### src/rtl/imem_pkg.sv
// Shared types and constants for the instruction-fetch sequencer.
package imem_pkg;

    localparam int INSTR_BYTES = 4;

    typedef enum logic [1:0] {
        S_BOOT,
        S_FETCH,
        S_HALT
    } fetch_state_t;

endpackage

### src/rtl/fetch_fifo.sv
// Circular prefetch buffer; synchronous reset and flush both empty it.
module fetch_fifo #(
    parameter  int W     = 64,
    parameter  int DEPTH = 4,
    localparam int PTR_W = $clog2(DEPTH),
    localparam int CNT_W = $clog2(DEPTH + 1)
) (
    input  logic             clk,
    input  logic             rst,
    input  logic             push,
    input  logic             pop,
    input  logic             flush,
    input  logic [W-1:0]     din,
    output logic [W-1:0]     head,
    output logic [CNT_W-1:0] count,
    output logic             full,
    output logic             empty
);

    logic [W-1:0]     mem [DEPTH];
    logic [PTR_W-1:0] rd_ptr;
    logic [PTR_W-1:0] wr_ptr;

    always_ff @(posedge clk) begin
        if (rst || flush) begin
            rd_ptr <= '0;
            wr_ptr <= '0;
            count  <= '0;
        end else begin
            if (push) wr_ptr <= wr_ptr + 1'b1;
            if (pop)  rd_ptr <= rd_ptr + 1'b1;
            case ({push, pop})
                2'b10:   count <= count + 1'b1;
                2'b01:   count <= count - 1'b1;
                default: count <= count;
            endcase
        end
    end

    // Storage needs no reset: the head is masked to zero whenever the buffer is empty.
    always_ff @(posedge clk) begin
        if (push && !flush) mem[wr_ptr] <= din;
    end

    assign empty = (count == '0);
    assign full  = (count == CNT_W'(DEPTH));
    assign head  = empty ? '0 : mem[rd_ptr];

endmodule

### src/rtl/imem_fetch_ctrl.sv
// Instruction-fetch sequencer: drives the ROM address, queues fetched words, handles redirects.
// Define FETCH_ALIGN_CHK_EN to trap misaligned redirect targets (sticky flag, fetch halts).
module imem_fetch_ctrl
    import imem_pkg::*;
#(
    parameter  int ADDRESS_WIDTH = 32,
    parameter  int DATA_WIDTH    = 8,
    parameter  int DEPTH         = 4,
    parameter  logic [ADDRESS_WIDTH-1:0] RESET_PC = '0,
    localparam int INSTR_W       = INSTR_BYTES * DATA_WIDTH
) (
    input  logic                     clk,
    input  logic                     rst,
    output logic [ADDRESS_WIDTH-1:0] imem_addr,
    input  logic [INSTR_W-1:0]       imem_rd,
    input  logic                     fetch_en,
    input  logic                     redirect_valid,
    input  logic [ADDRESS_WIDTH-1:0] redirect_pc,
    output logic                     instr_valid,
    input  logic                     instr_ready,
    output logic [INSTR_W-1:0]       instr,
    output logic [ADDRESS_WIDTH-1:0] instr_pc,
    output logic                     fetch_misalign
);

    localparam int CNT_W = $clog2(DEPTH + 1);

    typedef struct packed {
        logic [INSTR_W-1:0]       instr;
        logic [ADDRESS_WIDTH-1:0] pc;
    } fetch_entry_t;

    fetch_state_t             state;
    fetch_state_t             state_next;
    logic [ADDRESS_WIDTH-1:0] fetch_pc;
    logic [ADDRESS_WIDTH-1:0] redirect_target;
    logic                     push;
    logic                     pop;
    logic                     halt_lock;
    fetch_entry_t             tail_entry;
    fetch_entry_t             head_entry;
    logic [CNT_W-1:0]         count;
    logic                     fifo_full;
    logic                     fifo_empty;
    logic                     unused_fifo_full;

`ifdef FETCH_ALIGN_CHK_EN
    logic misalign_q;
    logic misalign_hit;

    assign misalign_hit = redirect_valid && (redirect_pc[1:0] != 2'b00);

    always_ff @(posedge clk) begin
        if (rst)               misalign_q <= 1'b0;
        else if (misalign_hit) misalign_q <= 1'b1;
    end

    assign halt_lock      = misalign_q || misalign_hit;
    assign fetch_misalign = misalign_q;
`else
    assign halt_lock      = 1'b0;
    assign fetch_misalign = 1'b0;
`endif

    always_ff @(posedge clk) begin
        if (rst) state <= S_BOOT;
        else     state <= state_next;
    end

    // Boot, fetch and halt all follow fetch_en on the next cycle; a misalign trap pins halt.
    always_comb begin
        state_next = state;
        case (state)
            S_BOOT, S_FETCH, S_HALT: state_next = fetch_en ? S_FETCH : S_HALT;
            default:                 state_next = S_BOOT;
        endcase
        if (halt_lock) state_next = S_HALT;
    end

    // Decode handshake: a transfer happens on any cycle with instr_valid && instr_ready;
    // instr_valid never depends on instr_ready, and a redirect in that cycle still completes it.
    assign pop  = instr_valid && instr_ready;
    assign push = (state == S_FETCH) && !redirect_valid &&
                  ((count < CNT_W'(DEPTH)) || pop);

    assign redirect_target = {redirect_pc[ADDRESS_WIDTH-1:2], 2'b00};

    always_ff @(posedge clk) begin
        if (rst)                 fetch_pc <= RESET_PC;
        else if (redirect_valid) fetch_pc <= redirect_target;
        else if (push)           fetch_pc <= fetch_pc + ADDRESS_WIDTH'(INSTR_BYTES);
    end

    assign tail_entry.instr = imem_rd;
    assign tail_entry.pc    = fetch_pc;

    fetch_fifo #(
        .W     ($bits(fetch_entry_t)),
        .DEPTH (DEPTH)
    ) u_fifo (
        .clk   (clk),
        .rst   (rst),
        .push  (push),
        .pop   (pop),
        .flush (redirect_valid),
        .din   (tail_entry),
        .head  (head_entry),
        .count (count),
        .full  (fifo_full),
        .empty (fifo_empty)
    );

    assign unused_fifo_full = fifo_full;

    assign imem_addr   = fetch_pc;
    assign instr_valid = !fifo_empty;
    assign instr       = head_entry.instr;
    assign instr_pc    = head_entry.pc;

endmodule

### config.mk
export PLATFORM = sky130hd
export DESIGN_NAME = imem_fetch_ctrl
export DESIGN_NICKNAME = d
export VERILOG_FILES = /design/src/rtl/imem_pkg.sv /design/src/rtl/fetch_fifo.sv /design/src/rtl/imem_fetch_ctrl.sv
export SDC_FILE = /design/constraint.sdc
export NUM_CORES = 1
export LEC_CHECK = 0
export BUFFER_PORTS_ARGS = -buffer_cell sky130_fd_sc_hd__buf_2
export CAP_MARGIN = 10
export CORE_MARGIN = 8
export CORE_UTILIZATION = 35
export CTS_BUF_LIST = sky130_fd_sc_hd__clkbuf_16
export CTS_CLUSTER_SIZE = 16
export DETAILED_ROUTE_END_ITERATION = 6
export GPL_ROUTABILITY_DRIVEN = 0
export GPL_TIMING_DRIVEN = 0
export SLEW_MARGIN = 30
export SYNTH_ARGS = -nofsm -noshare
export SYNTH_HDL_FRONTEND = slang
export SYNTH_HIERARCHICAL = 1
export SYNTH_SLANG_ARGS = --single-unit
### constraint.sdc
create_clock -name clk -period 4.8 [get_ports clk]
set_input_delay 1.2 -clock clk [delete_from_list [all_inputs] [get_ports clk]]
set_output_delay 1.2 -clock clk [all_outputs]
set_load 0.05 [all_outputs]
# [Word-level counts from Yosys, hierarchy flattened]
# Memories as Yosys holds them, arrays and structs flattened. A register that Yosys moved wholly into a read port is not among the register bits.
# Cells that the tools add are included.
# W data, S select, Z words.
[totals] regBits=41 ramBits=256 inputBits=69 output_inout_bits=98 elab_cells=42 mem_count=1
[mem_list] name="u_fifo.mem" words=4 width=64 rd=1 rd_ports_with_merged_regs=1 wr=1 line_no="fetch_fifo.sv:20" source="logic [W-1:0] mem [DEPTH];"
[classes] n_addsub=5 n_lt_le_gt_ge=1 eq_ne=4 mux=9 bitwise=1 n_reduce_logical=15
[ops] operator="$mux W32" count=2
[ops] operator="$mux W64" count=1
[ops] operator="$add A32 B3 Y32 const B" count=1
[ops] operator="$mux W2" count=3
[ops] operator="$pmux W3 S2" count=1
[ops] operator="$add A2 B1 Y2 const B" count=2
[ops] operator="$eq A2 B1 Y1 const B" count=2
[ops] operator="$eq A2 B2 Y1 const B" count=2
[ops] operator="$logic_and A1 B1 Y1" count=4
[ops] operator="$reduce_bool A2 Y1" count=2
[ops] operator="$reduce_or A2 Y1" count=2
[ops] operator="$add A3 B1 Y3 const B" count=1
[ops] operator="$logic_not A3 Y1" count=1
[ops] operator="$lt A3 B3 Y1 const B" count=1
[ops] operator="$reduce_or A3 Y1" count=1
[ops] operator="$sub A3 B1 Y3 const B" count=1
[ops] operator="$logic_not A1 Y1" count=2
[ops] operator="$logic_not A2 Y1" count=1
[ops] operator="$logic_or A1 B1 Y1" count=2
[ops] operator="$mux W1" count=2
[ops] operator="$not A1 Y1" count=1

# [Logic depth before layout (Yosys ltp)]
# Gate-level depths: netlist of run 1.
[depth] ltp_word=8 ltp_mapped=14 mapped_depth_nobuf=11

# [Modules after synthesis]
# Netlist of run 1, hierarchy kept.
[by_module_without_submodules] module="fetch_fifo" n_inst=1 cells_per_inst=454 area_per_inst_um2=10176.0 seq_area_each_um2=7867.5
[by_module_without_submodules] module="imem_fetch_ctrl" n_inst=1 cells_per_inst=255 area_per_inst_um2=1968.1 seq_area_each_um2=640.6

# [Worst setup path before layout of run 1]
# OpenSTA, ideal clock, no wires.
[synth_path] kind="input to register" start="input port instr_ready" end="memory u_fifo.mem[0][0] (enable)" setup_time_ps=429 t_arrival_ps=4083 required_ps=4371 setup_slack_ps=288 cell_stages=8 path_buffers=2 path_cell_list="nor2b_1 -> o211ai_2 -> inv_2 -> buf_2 -> buf_1 -> inv_1 -> nor2_1 -> and2_1"
[synth_between] elab_chain_cells=6
[synth_lines] item="from (decl)" line_no="imem_fetch_ctrl.sv:20" source="input logic instr_ready,"
[synth_lines] item="$logic_and A1 B1 Y1" line_no="imem_fetch_ctrl.sv:82" source="assign pop = instr_valid && instr_ready;"
[synth_lines] item="$logic_or A1 B1 Y1" line_no="imem_fetch_ctrl.sv:84" source="((count < CNT_W'(DEPTH)) || pop);"
[synth_lines] item="$logic_and A1 B1 Y1" line_no="imem_fetch_ctrl.sv:83" source="assign push = (state == S_FETCH) && !redirect_valid &&"
[synth_lines] item="named net push" line_no="imem_fetch_ctrl.sv:37" source="logic push;"
[synth_lines] item="$logic_and A1 B1 Y1" line_no="fetch_fifo.sv:42" source="if (push && !flush) mem[wr_ptr] <= din;"
[synth_lines] item="$mux W1" line_no="fetch_fifo.sv:42"
[synth_lines] item="$mux W1 (implied by the code)" line_no="fetch_fifo.sv:42"
[synth_lines] item="to (decl)" line_no="fetch_fifo.sv:20"
# The timed path passes the listed nets, and every way through them passes these cells.

# [Final worst setup path of run 1]
[layout_path] start="register u_fifo.count[2]" end="memory u_fifo.mem[2][38] (enable)"
[layout_between] elab_chain_cells=8 elab_cells_between_ends=9 classes_between="order compare: 1; mux: 2; reduce/logical: 6"
[layout_lines] item="from (decl)" line_no="fetch_fifo.sv:15" source="output logic [CNT_W-1:0] count,"
[layout_lines] item="from (signal assigned)" line_no="fetch_fifo.sv:33" source="2'b10: count <= count + 1'b1;"
[layout_lines] item="from (signal assigned)" line_no="fetch_fifo.sv:34" source="2'b01: count <= count - 1'b1;"
[layout_lines] item="from (signal assigned)" line_no="fetch_fifo.sv:35" source="default: count <= count;"
[layout_lines] item="$logic_not A3 Y1" line_no="fetch_fifo.sv:45" source="assign empty = (count == '0);"
[layout_lines] item="named net fifo_empty" line_no="imem_fetch_ctrl.sv:44" source="logic fifo_empty;"
[layout_lines] item="$logic_not A1 Y1" line_no="imem_fetch_ctrl.sv:116" source="assign instr_valid = !fifo_empty;"
[layout_lines] item="$logic_and A1 B1 Y1" line_no="imem_fetch_ctrl.sv:82"
[layout_lines] item="named net pop" line_no="imem_fetch_ctrl.sv:38" source="logic pop;"
[layout_lines] item="$logic_or A1 B1 Y1" line_no="imem_fetch_ctrl.sv:84"
[layout_lines] item="$logic_and A1 B1 Y1" line_no="imem_fetch_ctrl.sv:83"
[layout_lines] item="named net push" line_no="imem_fetch_ctrl.sv:37"
[layout_lines] item="$logic_and A1 B1 Y1" line_no="fetch_fifo.sv:42"
[layout_lines] item="$mux W1" line_no="fetch_fifo.sv:42"
[layout_lines] item="$mux W1 (implied by the code)" line_no="fetch_fifo.sv:42"
# The timed path passes the listed nets, and every way through them passes these cells.

==> impl_metrics.csv, run 1 <==
group,metric,value,unit
status,status,"completed",
layout,area_growth,21.71,%
min_path,hp-start,"u_fifo/count[2]",
grt,grt_overflow,0,
worst_setup_path,worstSetupEndpointType,"flip-flop",
worst_setup_path,worst-path-max-fanout,34,
layout,nets,996,
synth,synthCells,708,
placed_design,placed_cells,1338,
floorplan,die_y,202.2,um
timing,finClkSkew,0.01230,ns
power,power_frac_seq,50.5,%
synth,avgSynthCellArea,17.14,um2
route,via_per_inst,5.020,
floorplan,row_count,68,
route,first_pass_iters,5,
grt,grt_use_total,13.99,%
worst_setup_path,crit_type,"flip-flop to flip-flop",
timing,fin_crit,4.207,ns
clocking,clock_path_buffers,3,
layout,num_antenna_cells,0,
route,wl_per_cell,21.03,um
power,max-vdd-ir-drop,0.0002493,V
timing,setup_viol,0,
clocking,cts_buffers,35,
power,swShare,21.50,%
timing,rsz0062_at_grt,"false",
synth,yosysWarnings,6,
clocking,clock-sinks,297,
route,route.top_layer_used,"met4",
floorplan,core,34370,um2
clocking,post_cts.repair.setup_buffers,0,
route,wl,29440,um
grt,grt_pass1_wl,44440,um
route,wl_met1,12870,um
timing,period_share,87.65,%
floorplan,start_util,35.31,%
timing,drv_slew,0,
layout,fin_area,14770,um2
clocking,cts_hold_buf,0,
floorplan,die_w,202.2,um
clocking,insertion_delay,0.50,ns
clocking,htree_levels,2,
clocking,post_cts_resize_count,0,
route,ant_nets,0,
placed_design,placed_cell_area,13660,um2
route,drt_iter0_drc,422,
worst_setup_path,required,4.98,ns
power,powerDensity,385.1,nW/um2
layout,layout-drive-gt1-share,32.80,%
layout,finalNonFillerCells,1400,
timing,slew_headroom,47.57,%
route,wl_met2,14080,um
timing,finalHoldViolCount,0,
power,leakagePower,5.124,nW
route,wl_met3,1985,um
power,p_comb_share,4.9,%
clocking,ctsRootBufferMaster,"clkbuf_16",
route,drc,0,
clocking,cts_tree,"built",
clocking,clk_pin_slew,0.06,ns
timing,tightest_slew,0.7864,ns
timing,max_freq,237.7,MHz
power,intPower,4.466,mW
worst_setup_path,cp_data_arrival_time,4.39,ns
min_path,holdCritPathClass,"flip-flop to flip-flop",
grt,grt_pass1_vias,7308,
grt,antenna_found_initial,0,
grt,grt_max_degree,35,
power,p_clk_share,44.5,%
power,p_switching,1.223,mW
job,cap_violations,0,
placed_design,dp_hpwl,19260,um
worst_setup_path,worstSetupStartpointType,"flip-flop",
placed_design,port-buffer-count,161,
floorplan,io_pins,167,
route,num_vias,7028,
synth,syn_area,12140,um2
worst_setup_path,startpoint,"u_fifo/count[2]",
worst_setup_path,r2r_start,"u_fifo/count[2]",
floorplan,dieArea,40900,um2
==> final cells by class <==
type	count	area (um2)
Multi-Input combinational cell	366	3352
Sequential cell	297	8508
Buffer	40	269.0
Timing Repair Buffer	165	900.9
Clock inverter	25	191.4
Fill cell	3081	19600
Tap cell	455	569.3
Clock buffer	37	925.9
Inverter	15	56.30
==> stage by stage <==
stage / hold WS, ns / worst slack [ns] / TNS, ns / total power, mW / utilization (%)
final: 0.5140 / 0.5930 / 0 / 5.689 / 42.98
after global routing: 0.5521 / 0.3616 / 0 / 5.893 / 42.98
after CTS: 0.5142 / 0.5881 / 0 / 5.767 / 42.98
after detailed placement: 0.5053 / 0.2388 / 0 / 3.212 / 39.73
after global placement: 0.4962 / -1.853 / -466.32 / 3.208 / 39.42
after floorplan: 0.4717 / 0.2882 / 0 / 3.094 / -
==> power groups by stage <==
stage                     clock network, mW  registers, mW  logic, mW
after floorplan                           0           2.96      0.130
after global placement                    0           2.93      0.280
after detailed placement                  0           2.93      0.283
after CTS                              2.61           2.87      0.284
after global routing                   2.71           2.88      0.301
final                                  2.53           2.87      0.281
==> metal layers <==
metal,GRT usage (%),vias to the layer above
li1,-,3177
met1,18.48,3561
met2,23.00,242
met3,3.602,48
met4,3.056,0
met5,0,-
==> worst max-delay path, stage by stage (launching register included) <==
cell	delay, ns
dfxtp_1	0.37
nor3_1	0.09
clkbuf_1	0.32
nor2b_1	0.47
o211ai_2	0.27
inv_2	0.16
buf_2	0.25
buf_1	0.63
inv_1	0.15
nor2_1	0.26
and2_4	0.58
buf_12	0.32
==> placed cells by master (no fill, tap or decap), types with 7 or more instances in the layout <==
cell type and n:
a22oi_1 10, xor2_1 7, o21ai_1 7, nor3_1 8, nor2b_1 66, clkbuf_16 37
o22ai_1 9, nand4_1 12, a31oi_1 8, and2b_1 8, conb_1 11, dfxtp_1 41
mux4_2 62, nand2_1 21, buf_2 169, buf_12 7, clkbuf_1 20, a21oi_1 22
nand3_1 12, nor2_1 30, edfxtp_1 256, inv_1 24, xnor2_1 9
==> worst paths after layout <==
check | endpoint | slack (ns) | cells past startpoint
setup / recovery | u_fifo/mem[2][38] | 0.59 | 11
hold / removal | u_fifo/count[2] | 0.51 | 2
setup reg to reg | u_fifo/mem[2][38] | 0.59 | 11
hold reg to reg | u_fifo/count[2] | 0.51 | 2
==> registers in the layout, summed over array words and instances (netlist names), named ones only <==
| register | cells |
|---|---|
| imem_addr | 30 |
| u_fifo/wr_ptr | 2 |
| u_fifo/count | 3 |
| state | 2 |
| u_fifo/mem | 256 |
| u_fifo/rd_ptr | 2 |
(Power assumes the default switching activity.)
==> run 2: changes to the inputs <==
- CELL_PAD_IN_SITES_DETAIL_PLACEMENT: unset -> 0
- CELL_PAD_IN_SITES_GLOBAL_PLACEMENT: unset -> 1
- PLACE_DENSITY_LB_ADDON: unset -> 0.1
==> run 2 against run 1 <==
  * Fmax is 2.2% higher
  * Global-route usage is 0.47 points higher
  * Combinational power about the same
  * Routed wire length is 1.3% higher
  * Setup slack better by 0.091 ns
==> impl_metrics.csv, run 2 (same netlist as run 1, synthesis figures left out) <==
group,metric,value,unit
layout,nets,997,
layout,final_common_cell,"edfxtp_1",
clocking,insertion_delay,0.51,ns
clocking,cts_hold_buf,0,
timing,setup_viol,0,
route,wl,29810,um
timing,tightest_slew,0.7307,ns
layout,area_growth,21.38,%
job,cap_violations,0,
floorplan,die_w,202.2,um
min_path,whs_path_depth,2,
min_path,holdCritPathClass,"flip-flop to flip-flop",
layout,largest_register_ffs,256,
floorplan,row_count,68,
power,p_clk_share,43.5,%
power,swShare,22.03,%
worst_setup_path,cp_data_arrival_time,4.30,ns
clocking,cts_tree,"built",
worst_setup_path,worstSetupEndpointType,"flip-flop",
floorplan,io_pins,167,
timing,finalSetupTns,0,ns
timing,max_freq,243.0,MHz
timing,fin_crit,4.116,ns
clocking,htree_levels,2,
clocking,post_cts_resize_count,0,
floorplan,dieArea,40900,um2
power,intPower,4.352,mW
placed_design,dp_hpwl,19590,um
clocking,ctsRootBufferMaster,"clkbuf_16",
grt,grt_pass1_wl,45580,um
floorplan,core,34370,um2
grt,grt_pass1_vias,7357,
power,max-vdd-ir-drop,0.0001952,V
floorplan,start_util,35.31,%
grt,grt_overflow,0,
worst_setup_path,worst-path-max-fanout,34,
timing,drv_slew,0,
worst_setup_path,crit_type,"flip-flop to flip-flop",
timing,slew_headroom,50.84,%
route,via_per_inst,4.956,
power,powerDensity,378.8,nW/um2
power,power_frac_seq,51.5,%
layout,layout_common_cells,"edfxtp_1 (256), buf_2 (169), nor2b_1 (66)",
clocking,clock-sinks,297,
worst_setup_path,reg2regPathDepth,11,
route,num_vias,6948,
worst_setup_path,required,4.98,ns
status,status,"completed",
route,first_pass_iters,5,
timing,period_share,85.75,%
route,drc,0,
worst_setup_path,worstSetupStartpointType,"flip-flop",
placed_design,port-buffer-count,161,
layout,layout-drive-gt1-share,32.31,%
clocking,clock_path_buffers,3,
grt,grt_max_degree,35,
power,leakagePower,5.104,nW
floorplan,die_y,202.2,um
grt,grt_use_total,14.46,%
route,ant_nets,0,
timing,rsz0062_at_grt,"false",
clocking,clk_pin_slew,0.06,ns
timing,finalHoldViolCount,0,
power,p_comb_share,5.0,%
layout,num_antenna_cells,0,
grt,antenna_found_initial,0,
timing,finClkSkew,0.01566,ns
clocking,post_cts.repair.setup_buffers,0,
layout,largest_register,"u_fifo/mem",
placed_design,placed_cell_area,13680,um2
clocking,cts_buffers,35,
layout,fin_area,14730,um2
power,p_switching,1.229,mW
route,wl_per_cell,21.26,um
route,drt_iter0_drc,353,
[run 2: changes by cell type in the layout (fill, tap and decap cells not counted), sizes merged]
| cell | previous run | this run |
|---|---|---|
| clkinv | 10 | 13 |
| buf | 184 | 185 |
| bufinv | 3 | 1 |
[run 2: metrics by stage]
step	setup WS, ns	hold WS [ns]	util, %	cells	power [mW]
floorplan	0.2882	0.4717	-	718	3.094
global placement	-1.969	0.5035	39.42	1334	3.213
detailed placement	0.1932	0.5101	39.79	1339	3.215
CTS	0.6251	0.5186	42.86	1402	5.670
global route	0.3157	0.5354	42.86	1402	5.793
finish	0.6842	0.5135	42.86	1402	5.581
[run 2: power groups by stage]
stage               Clock (mW)  Sequential [mW]  Combinational [mW]
finish                    2.42             2.88               0.280
global route              2.61             2.88               0.301
CTS                       2.51             2.88               0.285
detailed placement           0             2.93               0.284
global placement             0             2.93               0.282
floorplan                    0             2.96               0.130
[run 2: layout make-up]
class                           instances  area, um2
Buffer                                 40      269.0
Clock buffer                           37      925.9
Clock inverter                         26      131.4
Fill cell                            3194      19640
Inverter                               15      56.30
Multi-Input combinational cell        366       3352
Sequential cell                       297       8508
Tap cell                              455      569.3
Timing Repair Buffer                  166      920.9
[run 2: worst paths after layout]
kind,start,end,slack [ns]
setup / recovery,u_fifo/count[2],u_fifo/mem[1][42],0.68
hold / removal,u_fifo/count[2],u_fifo/count[2],0.51
setup reg to reg,u_fifo/count[2],u_fifo/mem[1][42],0.68
hold reg to reg,u_fifo/count[2],u_fifo/count[2],0.51
[run 2: per-layer routing]
layer / vias up / global-route usage, % / part of all wire, %
met2: 175 / 23.91 / 48
met1: 3543 / 19.06 / 45
li1: 3192 / - / -
met4: 0 / 3.367 / 1.6
met5: - / 0 / 0
met3: 38 / 3.474 / 5.5
[run 2: critical path, cell delays in order (launching register included)]
cell      delay [ns]
dfxtp_1         0.37
nor3_1          0.08
clkbuf_1        0.28
nor2b_1         0.43
o211ai_2        0.26
inv_2           0.14
buf_2           0.25
buf_1           0.60
inv_1           0.17
nor2_1          0.26
and2_4          0.59
buf_12          0.31
